<file path="src/rtl/tx_word_serializer.sv">
// Word-to-bit serializer for a per-lane transmit stage: small word FIFO feeding
// an LSB-first shifter, with a bit-valid qualifier and a saturating underrun count.
module tx_word_serializer #(
    parameter int unsigned WORD_W = 16,
    parameter int unsigned DEPTH  = 4,
    parameter int unsigned CNT_W  = 8
) (
    input  logic                         hs_clk,
    input  logic                         rst,
    input  logic                         flush,
    input  logic [WORD_W-1:0]            in_data,
    input  logic                         in_valid,
    output logic                         in_ready,
    output logic                         ser_bit,
    output logic                         ser_valid,
    output logic [$clog2(DEPTH+1)-1:0]   fifo_level,
    output logic [CNT_W-1:0]             underrun_cnt
);

    localparam int unsigned PTR_W = $clog2(DEPTH);
    localparam int unsigned LVL_W = $clog2(DEPTH + 1);
    localparam int unsigned REM_W = $clog2(WORD_W);

    typedef enum logic {
        IDLE  = 1'b0,
        SHIFT = 1'b1
    } state_t;

    state_t             state;
    logic [WORD_W-1:0]  mem [DEPTH];
    logic [PTR_W-1:0]   wr_ptr;
    logic [PTR_W-1:0]   rd_ptr;
    logic [WORD_W-1:0]  sreg;
    logic [REM_W-1:0]   rem;
    logic [WORD_W-1:0]  head;
    logic               fifo_empty;
    logic               load_slot;
    logic               push;
    logic               pop;

    assign fifo_empty = (fifo_level == '0);
    assign in_ready   = (fifo_level != LVL_W'(DEPTH)) && !flush;
    assign push       = in_valid && in_ready;
    // The shifter takes a new word when idle or when the last bit is on the wire.
    assign load_slot  = (state == IDLE) || (rem == '0);
    assign pop        = !flush && load_slot && !fifo_empty;
    assign head       = mem[rd_ptr];

    // Word storage; write-only path, no bypass to the shifter.
    always_ff @(posedge hs_clk) begin
        if (push) begin
            mem[wr_ptr] <= in_data;
        end
    end

    // FIFO pointers and occupancy; pointers wrap naturally since DEPTH is a power of 2.
    always_ff @(posedge hs_clk or posedge rst) begin
        if (rst) begin
            wr_ptr     <= '0;
            rd_ptr     <= '0;
            fifo_level <= '0;
        end else if (flush) begin
            wr_ptr     <= '0;
            rd_ptr     <= '0;
            fifo_level <= '0;
        end else begin
            if (push) begin
                wr_ptr <= wr_ptr + PTR_W'(1);
            end
            if (pop) begin
                rd_ptr <= rd_ptr + PTR_W'(1);
            end
            case ({push, pop})
                2'b10:   fifo_level <= fifo_level + LVL_W'(1);
                2'b01:   fifo_level <= fifo_level - LVL_W'(1);
                default: fifo_level <= fifo_level;
            endcase
        end
    end

    // Shifter FSM with registered serial outputs and underrun accounting.
    always_ff @(posedge hs_clk or posedge rst) begin
        if (rst) begin
            state        <= IDLE;
            sreg         <= '0;
            rem          <= '0;
            ser_bit      <= 1'b0;
            ser_valid    <= 1'b0;
            underrun_cnt <= '0;
        end else if (flush) begin
            state     <= IDLE;
            sreg      <= '0;
            rem       <= '0;
            ser_bit   <= 1'b0;
            ser_valid <= 1'b0;
        end else begin
            case (state)
                IDLE: begin
                    if (pop) begin
                        ser_bit   <= head[0];
                        ser_valid <= 1'b1;
                        sreg      <= head >> 1;
                        rem       <= REM_W'(WORD_W - 1);
                        state     <= SHIFT;
                    end else begin
                        ser_bit   <= 1'b0;
                        ser_valid <= 1'b0;
                    end
                end
                SHIFT: begin
                    if (rem != '0) begin
                        ser_bit <= sreg[0];
                        sreg    <= sreg >> 1;
                        rem     <= rem - REM_W'(1);
                    end else if (pop) begin
                        ser_bit   <= head[0];
                        ser_valid <= 1'b1;
                        sreg      <= head >> 1;
                        rem       <= REM_W'(WORD_W - 1);
                    end else begin
                        // Stream ran dry at a word boundary: one underrun per stream end.
                        ser_bit   <= 1'b0;
                        ser_valid <= 1'b0;
                        state     <= IDLE;
                        if (underrun_cnt != '1) begin
                            underrun_cnt <= underrun_cnt + CNT_W'(1);
                        end
                    end
                end
                default: begin
                    state     <= IDLE;
                    ser_bit   <= 1'b0;
                    ser_valid <= 1'b0;
                end
            endcase
        end
    end

endmodule
</file>
<file path="config.mk">
export PLATFORM = sky130hd
export DESIGN_NAME = tx_word_serializer
export DESIGN_NICKNAME = d
export VERILOG_FILES = /design/src/rtl/tx_word_serializer.sv
export SDC_FILE = /design/constraint.sdc
export NUM_CORES = 1
export LEC_CHECK = 0
export ABC_AREA = 1
export BUFFER_PORTS_ARGS = -buffer_cell sky130_fd_sc_hd__buf_2
export CORE_MARGIN = 2
export CORE_UTILIZATION = 35
export DETAILED_ROUTE_END_ITERATION = 10
export GPL_TIMING_DRIVEN = 0
export SYNTH_ARGS = -nofsm -noshare
export SYNTH_HDL_FRONTEND = slang
export SYNTH_SLANG_ARGS = --single-unit
export TNS_END_PERCENT = 10
</file>
<file path="constraint.sdc">
create_clock -name hs_clk -period 2.84 [get_ports hs_clk]
set_input_delay 0.426 -clock hs_clk [delete_from_list [all_inputs] [get_ports hs_clk]]
set_output_delay 0.426 -clock hs_clk [all_outputs]
set_load 0.02 [all_outputs]
</file>
==> out/metrics.csv, run 1 <==
metric,value,unit
worst_pin_slew,0.830,ns
insertion_delay,0.35,ns
cts_tree,done,
fillers,1186,
num_rows,41,
required,3.08,ns
grt_pass1_vias,2982,
gp_congestion,0.759,
drt_wl_total,8970,um
hold_viol,0,
cp_common_cell,nand2_1,
grt_overflow,0,
p_sw_frac,0.383,
r2r_cells,14,
worst_slack,0.617,ns
path_cells,inv_1 -> ha_1 -> nand2_2 -> nand2_2 -> nand3_4 -> buf_6 -> nor2_4 -> fa_1 -> xnor2_1 -> inv_1 -> nand2_1 -> nand2_1 -> nand2_1 -> nand2_1,
clock-sinks,102,
worstReg2RegStart,rem[0]$_DFF_PP0_,
reg2reg_slack,0.62,ns
drv_cap,0,
die_y,117,um
wl_per_cell,14.0,um
max_slew_margin,0.446,
drtIter0Drc,181,
path_clk_slew,0.07,ns
dr.pass1.iters,4,
power_frac_seq,0.389,
status,"finished, final reports clean",
post-route-util,0.417,
vias,3058,
dp_hpwl,6040,um
layout_common_cells,"nand2_1 (81), edfxtp_1 (64), a21oi_1 (45)",
drc,0,
cp-start-kind,register,
final-setup-viol-count,0,
cp_max_fo,10,
crit-reg2reg-capture,fifo_level[2]$_DFFE_PP0P_,
p_int,3180,uW
fin_nets,491,
cts_hold_buf,0,
cts_setup_buffers,0,
fin_hold_ws,0.237,ns
grtUsageTotal,0.143,
ios,34,
start_util,0.357,
ys_seq_area_frac,0.640,
cts_made_buffers,9,
cts_resized,0,
root_buffer,clkbuf_16,
finalClockSkew,0.00671,ns
core_area,12600,um^2
die_w,117,um
critPathMaxStageDelay,0.39,ns
via_per_inst,4.78,
critPathSlowestCell,dfrtp_1,
fin_crit,2.22,ns
synth.distinct_cells,29,
grt_antenna_before_repair,0,
io_buffer_count,33,
clockBufferDepth,2,
htreeDepth,3,
min_path_type,in -> async,
die-area,13700,um^2
rsz0062_at_grt,false,
antenna_left,0,
leakage,0.00218,uW
clock_power_share,0.243,
syn_inst,415,
synth_seq_cells,102,
cp-end-kind,register,
fin_setup_tns,0,ns
antenna_cells,0,
design_area,5240,um^2
grt_max_degree,39,
syn_to_final_growth,16.7,%
synth_area_per_cell,10.8,um^2
place_area,4940,um^2
slew_violations,0,
vdd_drop_max,714,uV
layout-drive-gt1-share,0.207,
powerDensity,985,nW/um^2
fmax,450,MHz
synth.cell_area,4490,um^2
yosys_warnings,0,
pwr-share-comb,0.369,
critical_path_class,reg -> reg,
dp_slack,0.468,ns
syn-num-nets,443,
switchingPower,1980,uW
cp_data_arrival_time,2.46,ns
final_common_cell,nand2_1,
grt_pass1_wl,14800,um
period_share,0.783,
==> power by group through the flow <==
stage | Clock (uW) | Combinational (uW) | Sequential, uW
2_1_floorplan | 0 | 1290 | 2100
3_3_place_gp | 0 | 1850 | 2030
3_5_place_dp | 0 | 1910 | 2040
4_1_cts | 1280 | 1920 | 2010
5_1_grt | 1350 | 2160 | 2040
6_report | 1250 | 1900 | 2010
==> kinds of logic after synthesis <==
group | share of synthesized area
xor gates and xnor gates | 0.0156
adders and majority gates | 0.0240
buffers and inverters | 0.0594
AOI/OAI and AO/OA | 0.134
and+or+nand+nor | 0.127
DFF | 0.640
==> synth_stat cells <==
| cell | count | area share |
|---|---|---|
| nor3_1 | 3 | 0.0033 |
| o21ai_1 | 3 | 0.0033 |
| o21ai_0 | 35 | 0.039 |
| dfrtp_1 | 38 | 0.21 |
| ha_1 | 7 | 0.020 |
| a21oi_1 | 45 | 0.050 |
| clkbuf_1 | 4 | 0.0033 |
| o21ai_2 | 6 | 0.012 |
| fa_1 | 1 | 0.0045 |
| a21boi_2 | 1 | 0.0025 |
| edfxtp_1 | 64 | 0.43 |
| buf_2 | 9 | 0.010 |
| inv_2 | 5 | 0.0042 |
| xnor2_1 | 2 | 0.0039 |
| xor2_1 | 6 | 0.012 |
| buf_6 | 3 | 0.0075 |
| nor2_4 | 2 | 0.0050 |
| nor2_1 | 16 | 0.013 |
| nand2_2 | 11 | 0.015 |
| o221ai_1 | 1 | 0.0020 |
| nand3_1 | 13 | 0.014 |
| or2_2 | 1 | 0.0014 |
| inv_1 | 41 | 0.034 |
| nand3_4 | 1 | 0.0039 |
| a22oi_1 | 13 | 0.022 |
| nand2_1 | 81 | 0.068 |
| a21oi_2 | 1 | 0.0020 |
| o21a_1 | 1 | 0.0017 |
| nand3_2 | 1 | 0.0022 |
==> registers in the layout, indices dropped and copies added, names as in the netlist <==
signal        count
ser_bit           1
mem              64
underrun_cnt      8
sreg             16
fifo_level        3
state             1
rd_ptr            2
wr_ptr            2
ser_valid         1
rem               4
==> worst max-delay path by stage <==
stage / from / endpoint / slack [ns] / cells past startpoint
after floorplan: fifo_level[0]$_DFFE_PP0P_ / mem[0][0]$_DFFE_PP_ / 0.84 / 4
after global placement: flush / mem[2][7]$_DFFE_PP_ / 0.09 / 4
after detailed placement: flush / fifo_level[2]$_DFFE_PP0P_ / 0.47 / 12
after CTS: rem[0]$_DFF_PP0_ / fifo_level[2]$_DFFE_PP0P_ / 0.63 / 14
after global routing: rem[0]$_DFF_PP0_ / fifo_level[2]$_DFFE_PP0P_ / 0.43 / 14
final: rem[0]$_DFF_PP0_ / fifo_level[2]$_DFFE_PP0P_ / 0.62 / 14
==> critical path: cells and delay by family, from the launching register on <==
kind	cells	cell delay [ns]
and+or+nand+nor	8	0.62
adders and majority gates	2	0.57
DFF	1	0.39
buffers and inverters	3	0.30
xor gates and xnor gates	1	0.23
==> final cells by class <==
cell class | instances | area (um^2) | area share
Sequential cell | 102 | 2870 | 0.548
Multi-Input combinational cell | 251 | 1360 | 0.259
Clock buffer | 11 | 233 | 0.0444
Timing Repair Buffer | 37 | 225 | 0.0430
Tap cell | 172 | 215 | 0.0411
Inverter | 46 | 173 | 0.0330
Buffer | 16 | 93.8 | 0.0179
Clock inverter | 5 | 66.3 | 0.0127
==> per-layer routing <==
metal,wire length [um],GRT usage,up-vias
met5,0,0,-
met4,94,0.0369,0
met3,348,0.0371,7
met2,4290,0.236,52
met1,4230,0.188,1496
li1,-,-,1503
==> metrics by stage <==
stage,total power [uW],std cells
2_1_floorplan,3390,415
4_1_cts,5210,640
3_5_place_dp,3950,624
6_report,5160,640
5_1_grt,5550,640
3_3_place_gp,3880,620
Power figures use the tool's default switching activity.
==> run 2: changes to the inputs <==
clock period = 2.12 ns   (was 2.84 ns; I/O delays follow)
==> out/metrics.csv, run 2 (same netlist as run 1, synthesis figures left out) <==
metric,value,unit,change
period_share,0.930,,was 0.783
path_clk_slew,0.07,ns,about the same
required,2.36,ns,was 3.08 ns
insertion_delay,0.35,ns,about the same
post-route-util,0.421,,was 0.417
reg_top3,"mem (64), sreg (16), underrun_cnt (8)",,unchanged
fmax,507,MHz,was 450 MHz
drc,0,,unchanged
vias,3048,,was 3058
io_buffer_count,33,,unchanged
critical_path_class,reg -> reg,,unchanged
cts_tree,done,,unchanged
drtIter0Drc,196,,was 181
critPathMaxStageDelay,0.36,ns,was 0.39 ns
max_slew_margin,0.450,,was 0.446
fillers,1183,,was 1186
ios,34,,unchanged
vdd_drop_max,954,uV,was 714 uV
largest_reg_flops,64,,unchanged
via_per_inst,4.74,,was 4.78
cp_common_cell,nand2_1,,unchanged
cp_max_fo,10,,unchanged
grt_antenna_before_repair,0,,unchanged
finalClockSkew,0.00577,ns,was 0.00671 ns
start_util,0.357,,unchanged
rsz0062_at_grt,false,,unchanged
antenna_left,0,,unchanged
antenna_cells,0,,unchanged
grt_max_degree,39,,unchanged
drv_cap,0,,unchanged
grt_pass1_vias,2998,,was 2982
core_area,12600,um^2,unchanged
dp_hpwl,6040,um,unchanged
worst_slack,0.148,ns,was 0.617 ns
cp-start-kind,register,,unchanged
dp_slack,-0.144,ns,was 0.468 ns
hold_viol,0,,unchanged
htreeDepth,3,,unchanged
path_cells,inv_1 -> ha_1 -> nand2_2 -> nand2_2 -> nand3_4 -> buf_8 -> nor2_4 -> fa_2 -> xnor2_2 -> inv_1 -> nand2_1 -> nand2_1 -> nand2_1 -> nand2_1,,was inv_1 -> ha_1 -> nand2_2 -> nand2_2 -> nand3_4 -> buf_6 -> nor2_4 -> fa_1 -> xnor2_1 -> inv_1 -> nand2_1 -> nand2_1 -> nand2_1 -> nand2_1
wl_per_cell,14.0,um,about the same
fin_setup_tns,0,ns,unchanged
largest-register,mem,,unchanged
layout-drive-gt1-share,0.225,,was 0.207
grt_overflow,0,,unchanged
num_rows,41,,unchanged
clock-sinks,102,,unchanged
cts_hold_buf,0,,unchanged
clockBufferDepth,2,,unchanged
worst_pin_slew,0.824,ns,was 0.830 ns
cts_made_buffers,9,,unchanged
die_y,117,um,unchanged
drt_wl_total,9020,um,was 8970 um
gp_congestion,0.759,,unchanged
slew_violations,0,,unchanged
cp-end-kind,register,,unchanged
die_w,117,um,unchanged
fin_nets,494,,was 491
syn_to_final_growth,17.8,%,was 16.7%
grtUsageTotal,0.144,,was 0.143
fin_hold_ws,0.125,ns,was 0.237 ns
root_buffer,clkbuf_16,,unchanged
leakage,0.00220,uW,was 0.00218 uW
powerDensity,1330,nW/um^2,was 985 nW/um^2
grt_pass1_wl,15000,um,was 14800 um
critPathSlowestCell,dfrtp_1,,unchanged
cp_data_arrival_time,2.21,ns,was 2.46 ns
fin_crit,1.97,ns,was 2.22 ns
final-setup-viol-count,0,,unchanged
final_common_cell,nand2_1,,unchanged
layout_common_cells,"nand2_1 (80), edfxtp_1 (64), a21oi_1 (45)",,"was nand2_1 (81), edfxtp_1 (64), a21oi_1 (45)"
dr.pass1.iters,4,,unchanged
status,"finished, final reports clean",,unchanged
min_path_type,in -> async,,unchanged
die-area,13700,um^2,unchanged
## run 2: cell count changes in the layout (fill, tap and decap cells not counted), sizes merged
cell and delta:
buf +3
## run 2: final timing paths
check	from	endpoint	slack [ns]	depth (start not counted)
worst max-delay path	rem[1]$_DFF_PP0_	fifo_level[2]$_DFFE_PP0P_	0.15	14
worst min-delay path	rst	underrun_cnt[2]$_DFFE_PP0P_	0.13	2
worst max register to register	rem[1]$_DFF_PP0_	fifo_level[2]$_DFFE_PP0P_	0.15	14
worst min register to register	sreg[15]$_DFF_PP0_	sreg[15]$_DFF_PP0_	0.51	2
max in group asynchronous	rst	fifo_level[0]$_DFFE_PP0P_	1.41	2
min in group hs_clk	in_data[13]	mem[2][13]$_DFFE_PP_	0.18	1
## run 2: metrics by stage
stage                     instance area, um^2  std cells  total power (uW)
after CTS                                5270        642              7040
after detailed placement                 4940        624              5290
after global routing                     5290        643              7530
final                                    5290        643              7010
after global placement                   4870        620              5190
after floorplan                          4490        415              4550
## run 2: cell type report
type                    instances  area [um^2]  area share
multi-input cells             251         1380       0.261
flip-flops and latches        102         2870       0.544
clock inverters                 5         66.3      0.0125
repair buffers                 40          248      0.0469
clock buffers                  11          233      0.0440
inverters                      46          173      0.0327
well taps                     172          215      0.0407
plain buffers                  16         97.6      0.0185
## run 2: report_power, final
part / internal (uW) / switching [uW]
Clock: 934 / 748
Sequential: 2470 / 219
Combinational: 923 / 1710
Total: 4330 / 2680
## run 2: layer usage
metal,part of all wire,up-vias,GRT usage
met5,0,-,0
met4,0.013,0,0.0369
met3,0.041,8,0.0371
met2,0.48,62,0.237
met1,0.47,1470,0.190
li1,-,1508,-
## run 2: repair_timing
| action | 4_1_cts | 5_1_grt |
|---|---|---|
| setup endpoints to repair | 1 | 1 |
| setup buffers | 2 | 1 |
| resized for setup | 3 | 4 |
| pin swaps | 1 | 1 |
## run 2: worst max-delay path, delay by kind of cell (launching register included)
family | cells | cell delay (ns)
xor gates and xnor gates | 1 | 0.17
adders and majority gates | 2 | 0.54
buffers and inverters | 3 | 0.29
DFF | 1 | 0.36
and+or+nand+nor | 8 | 0.52
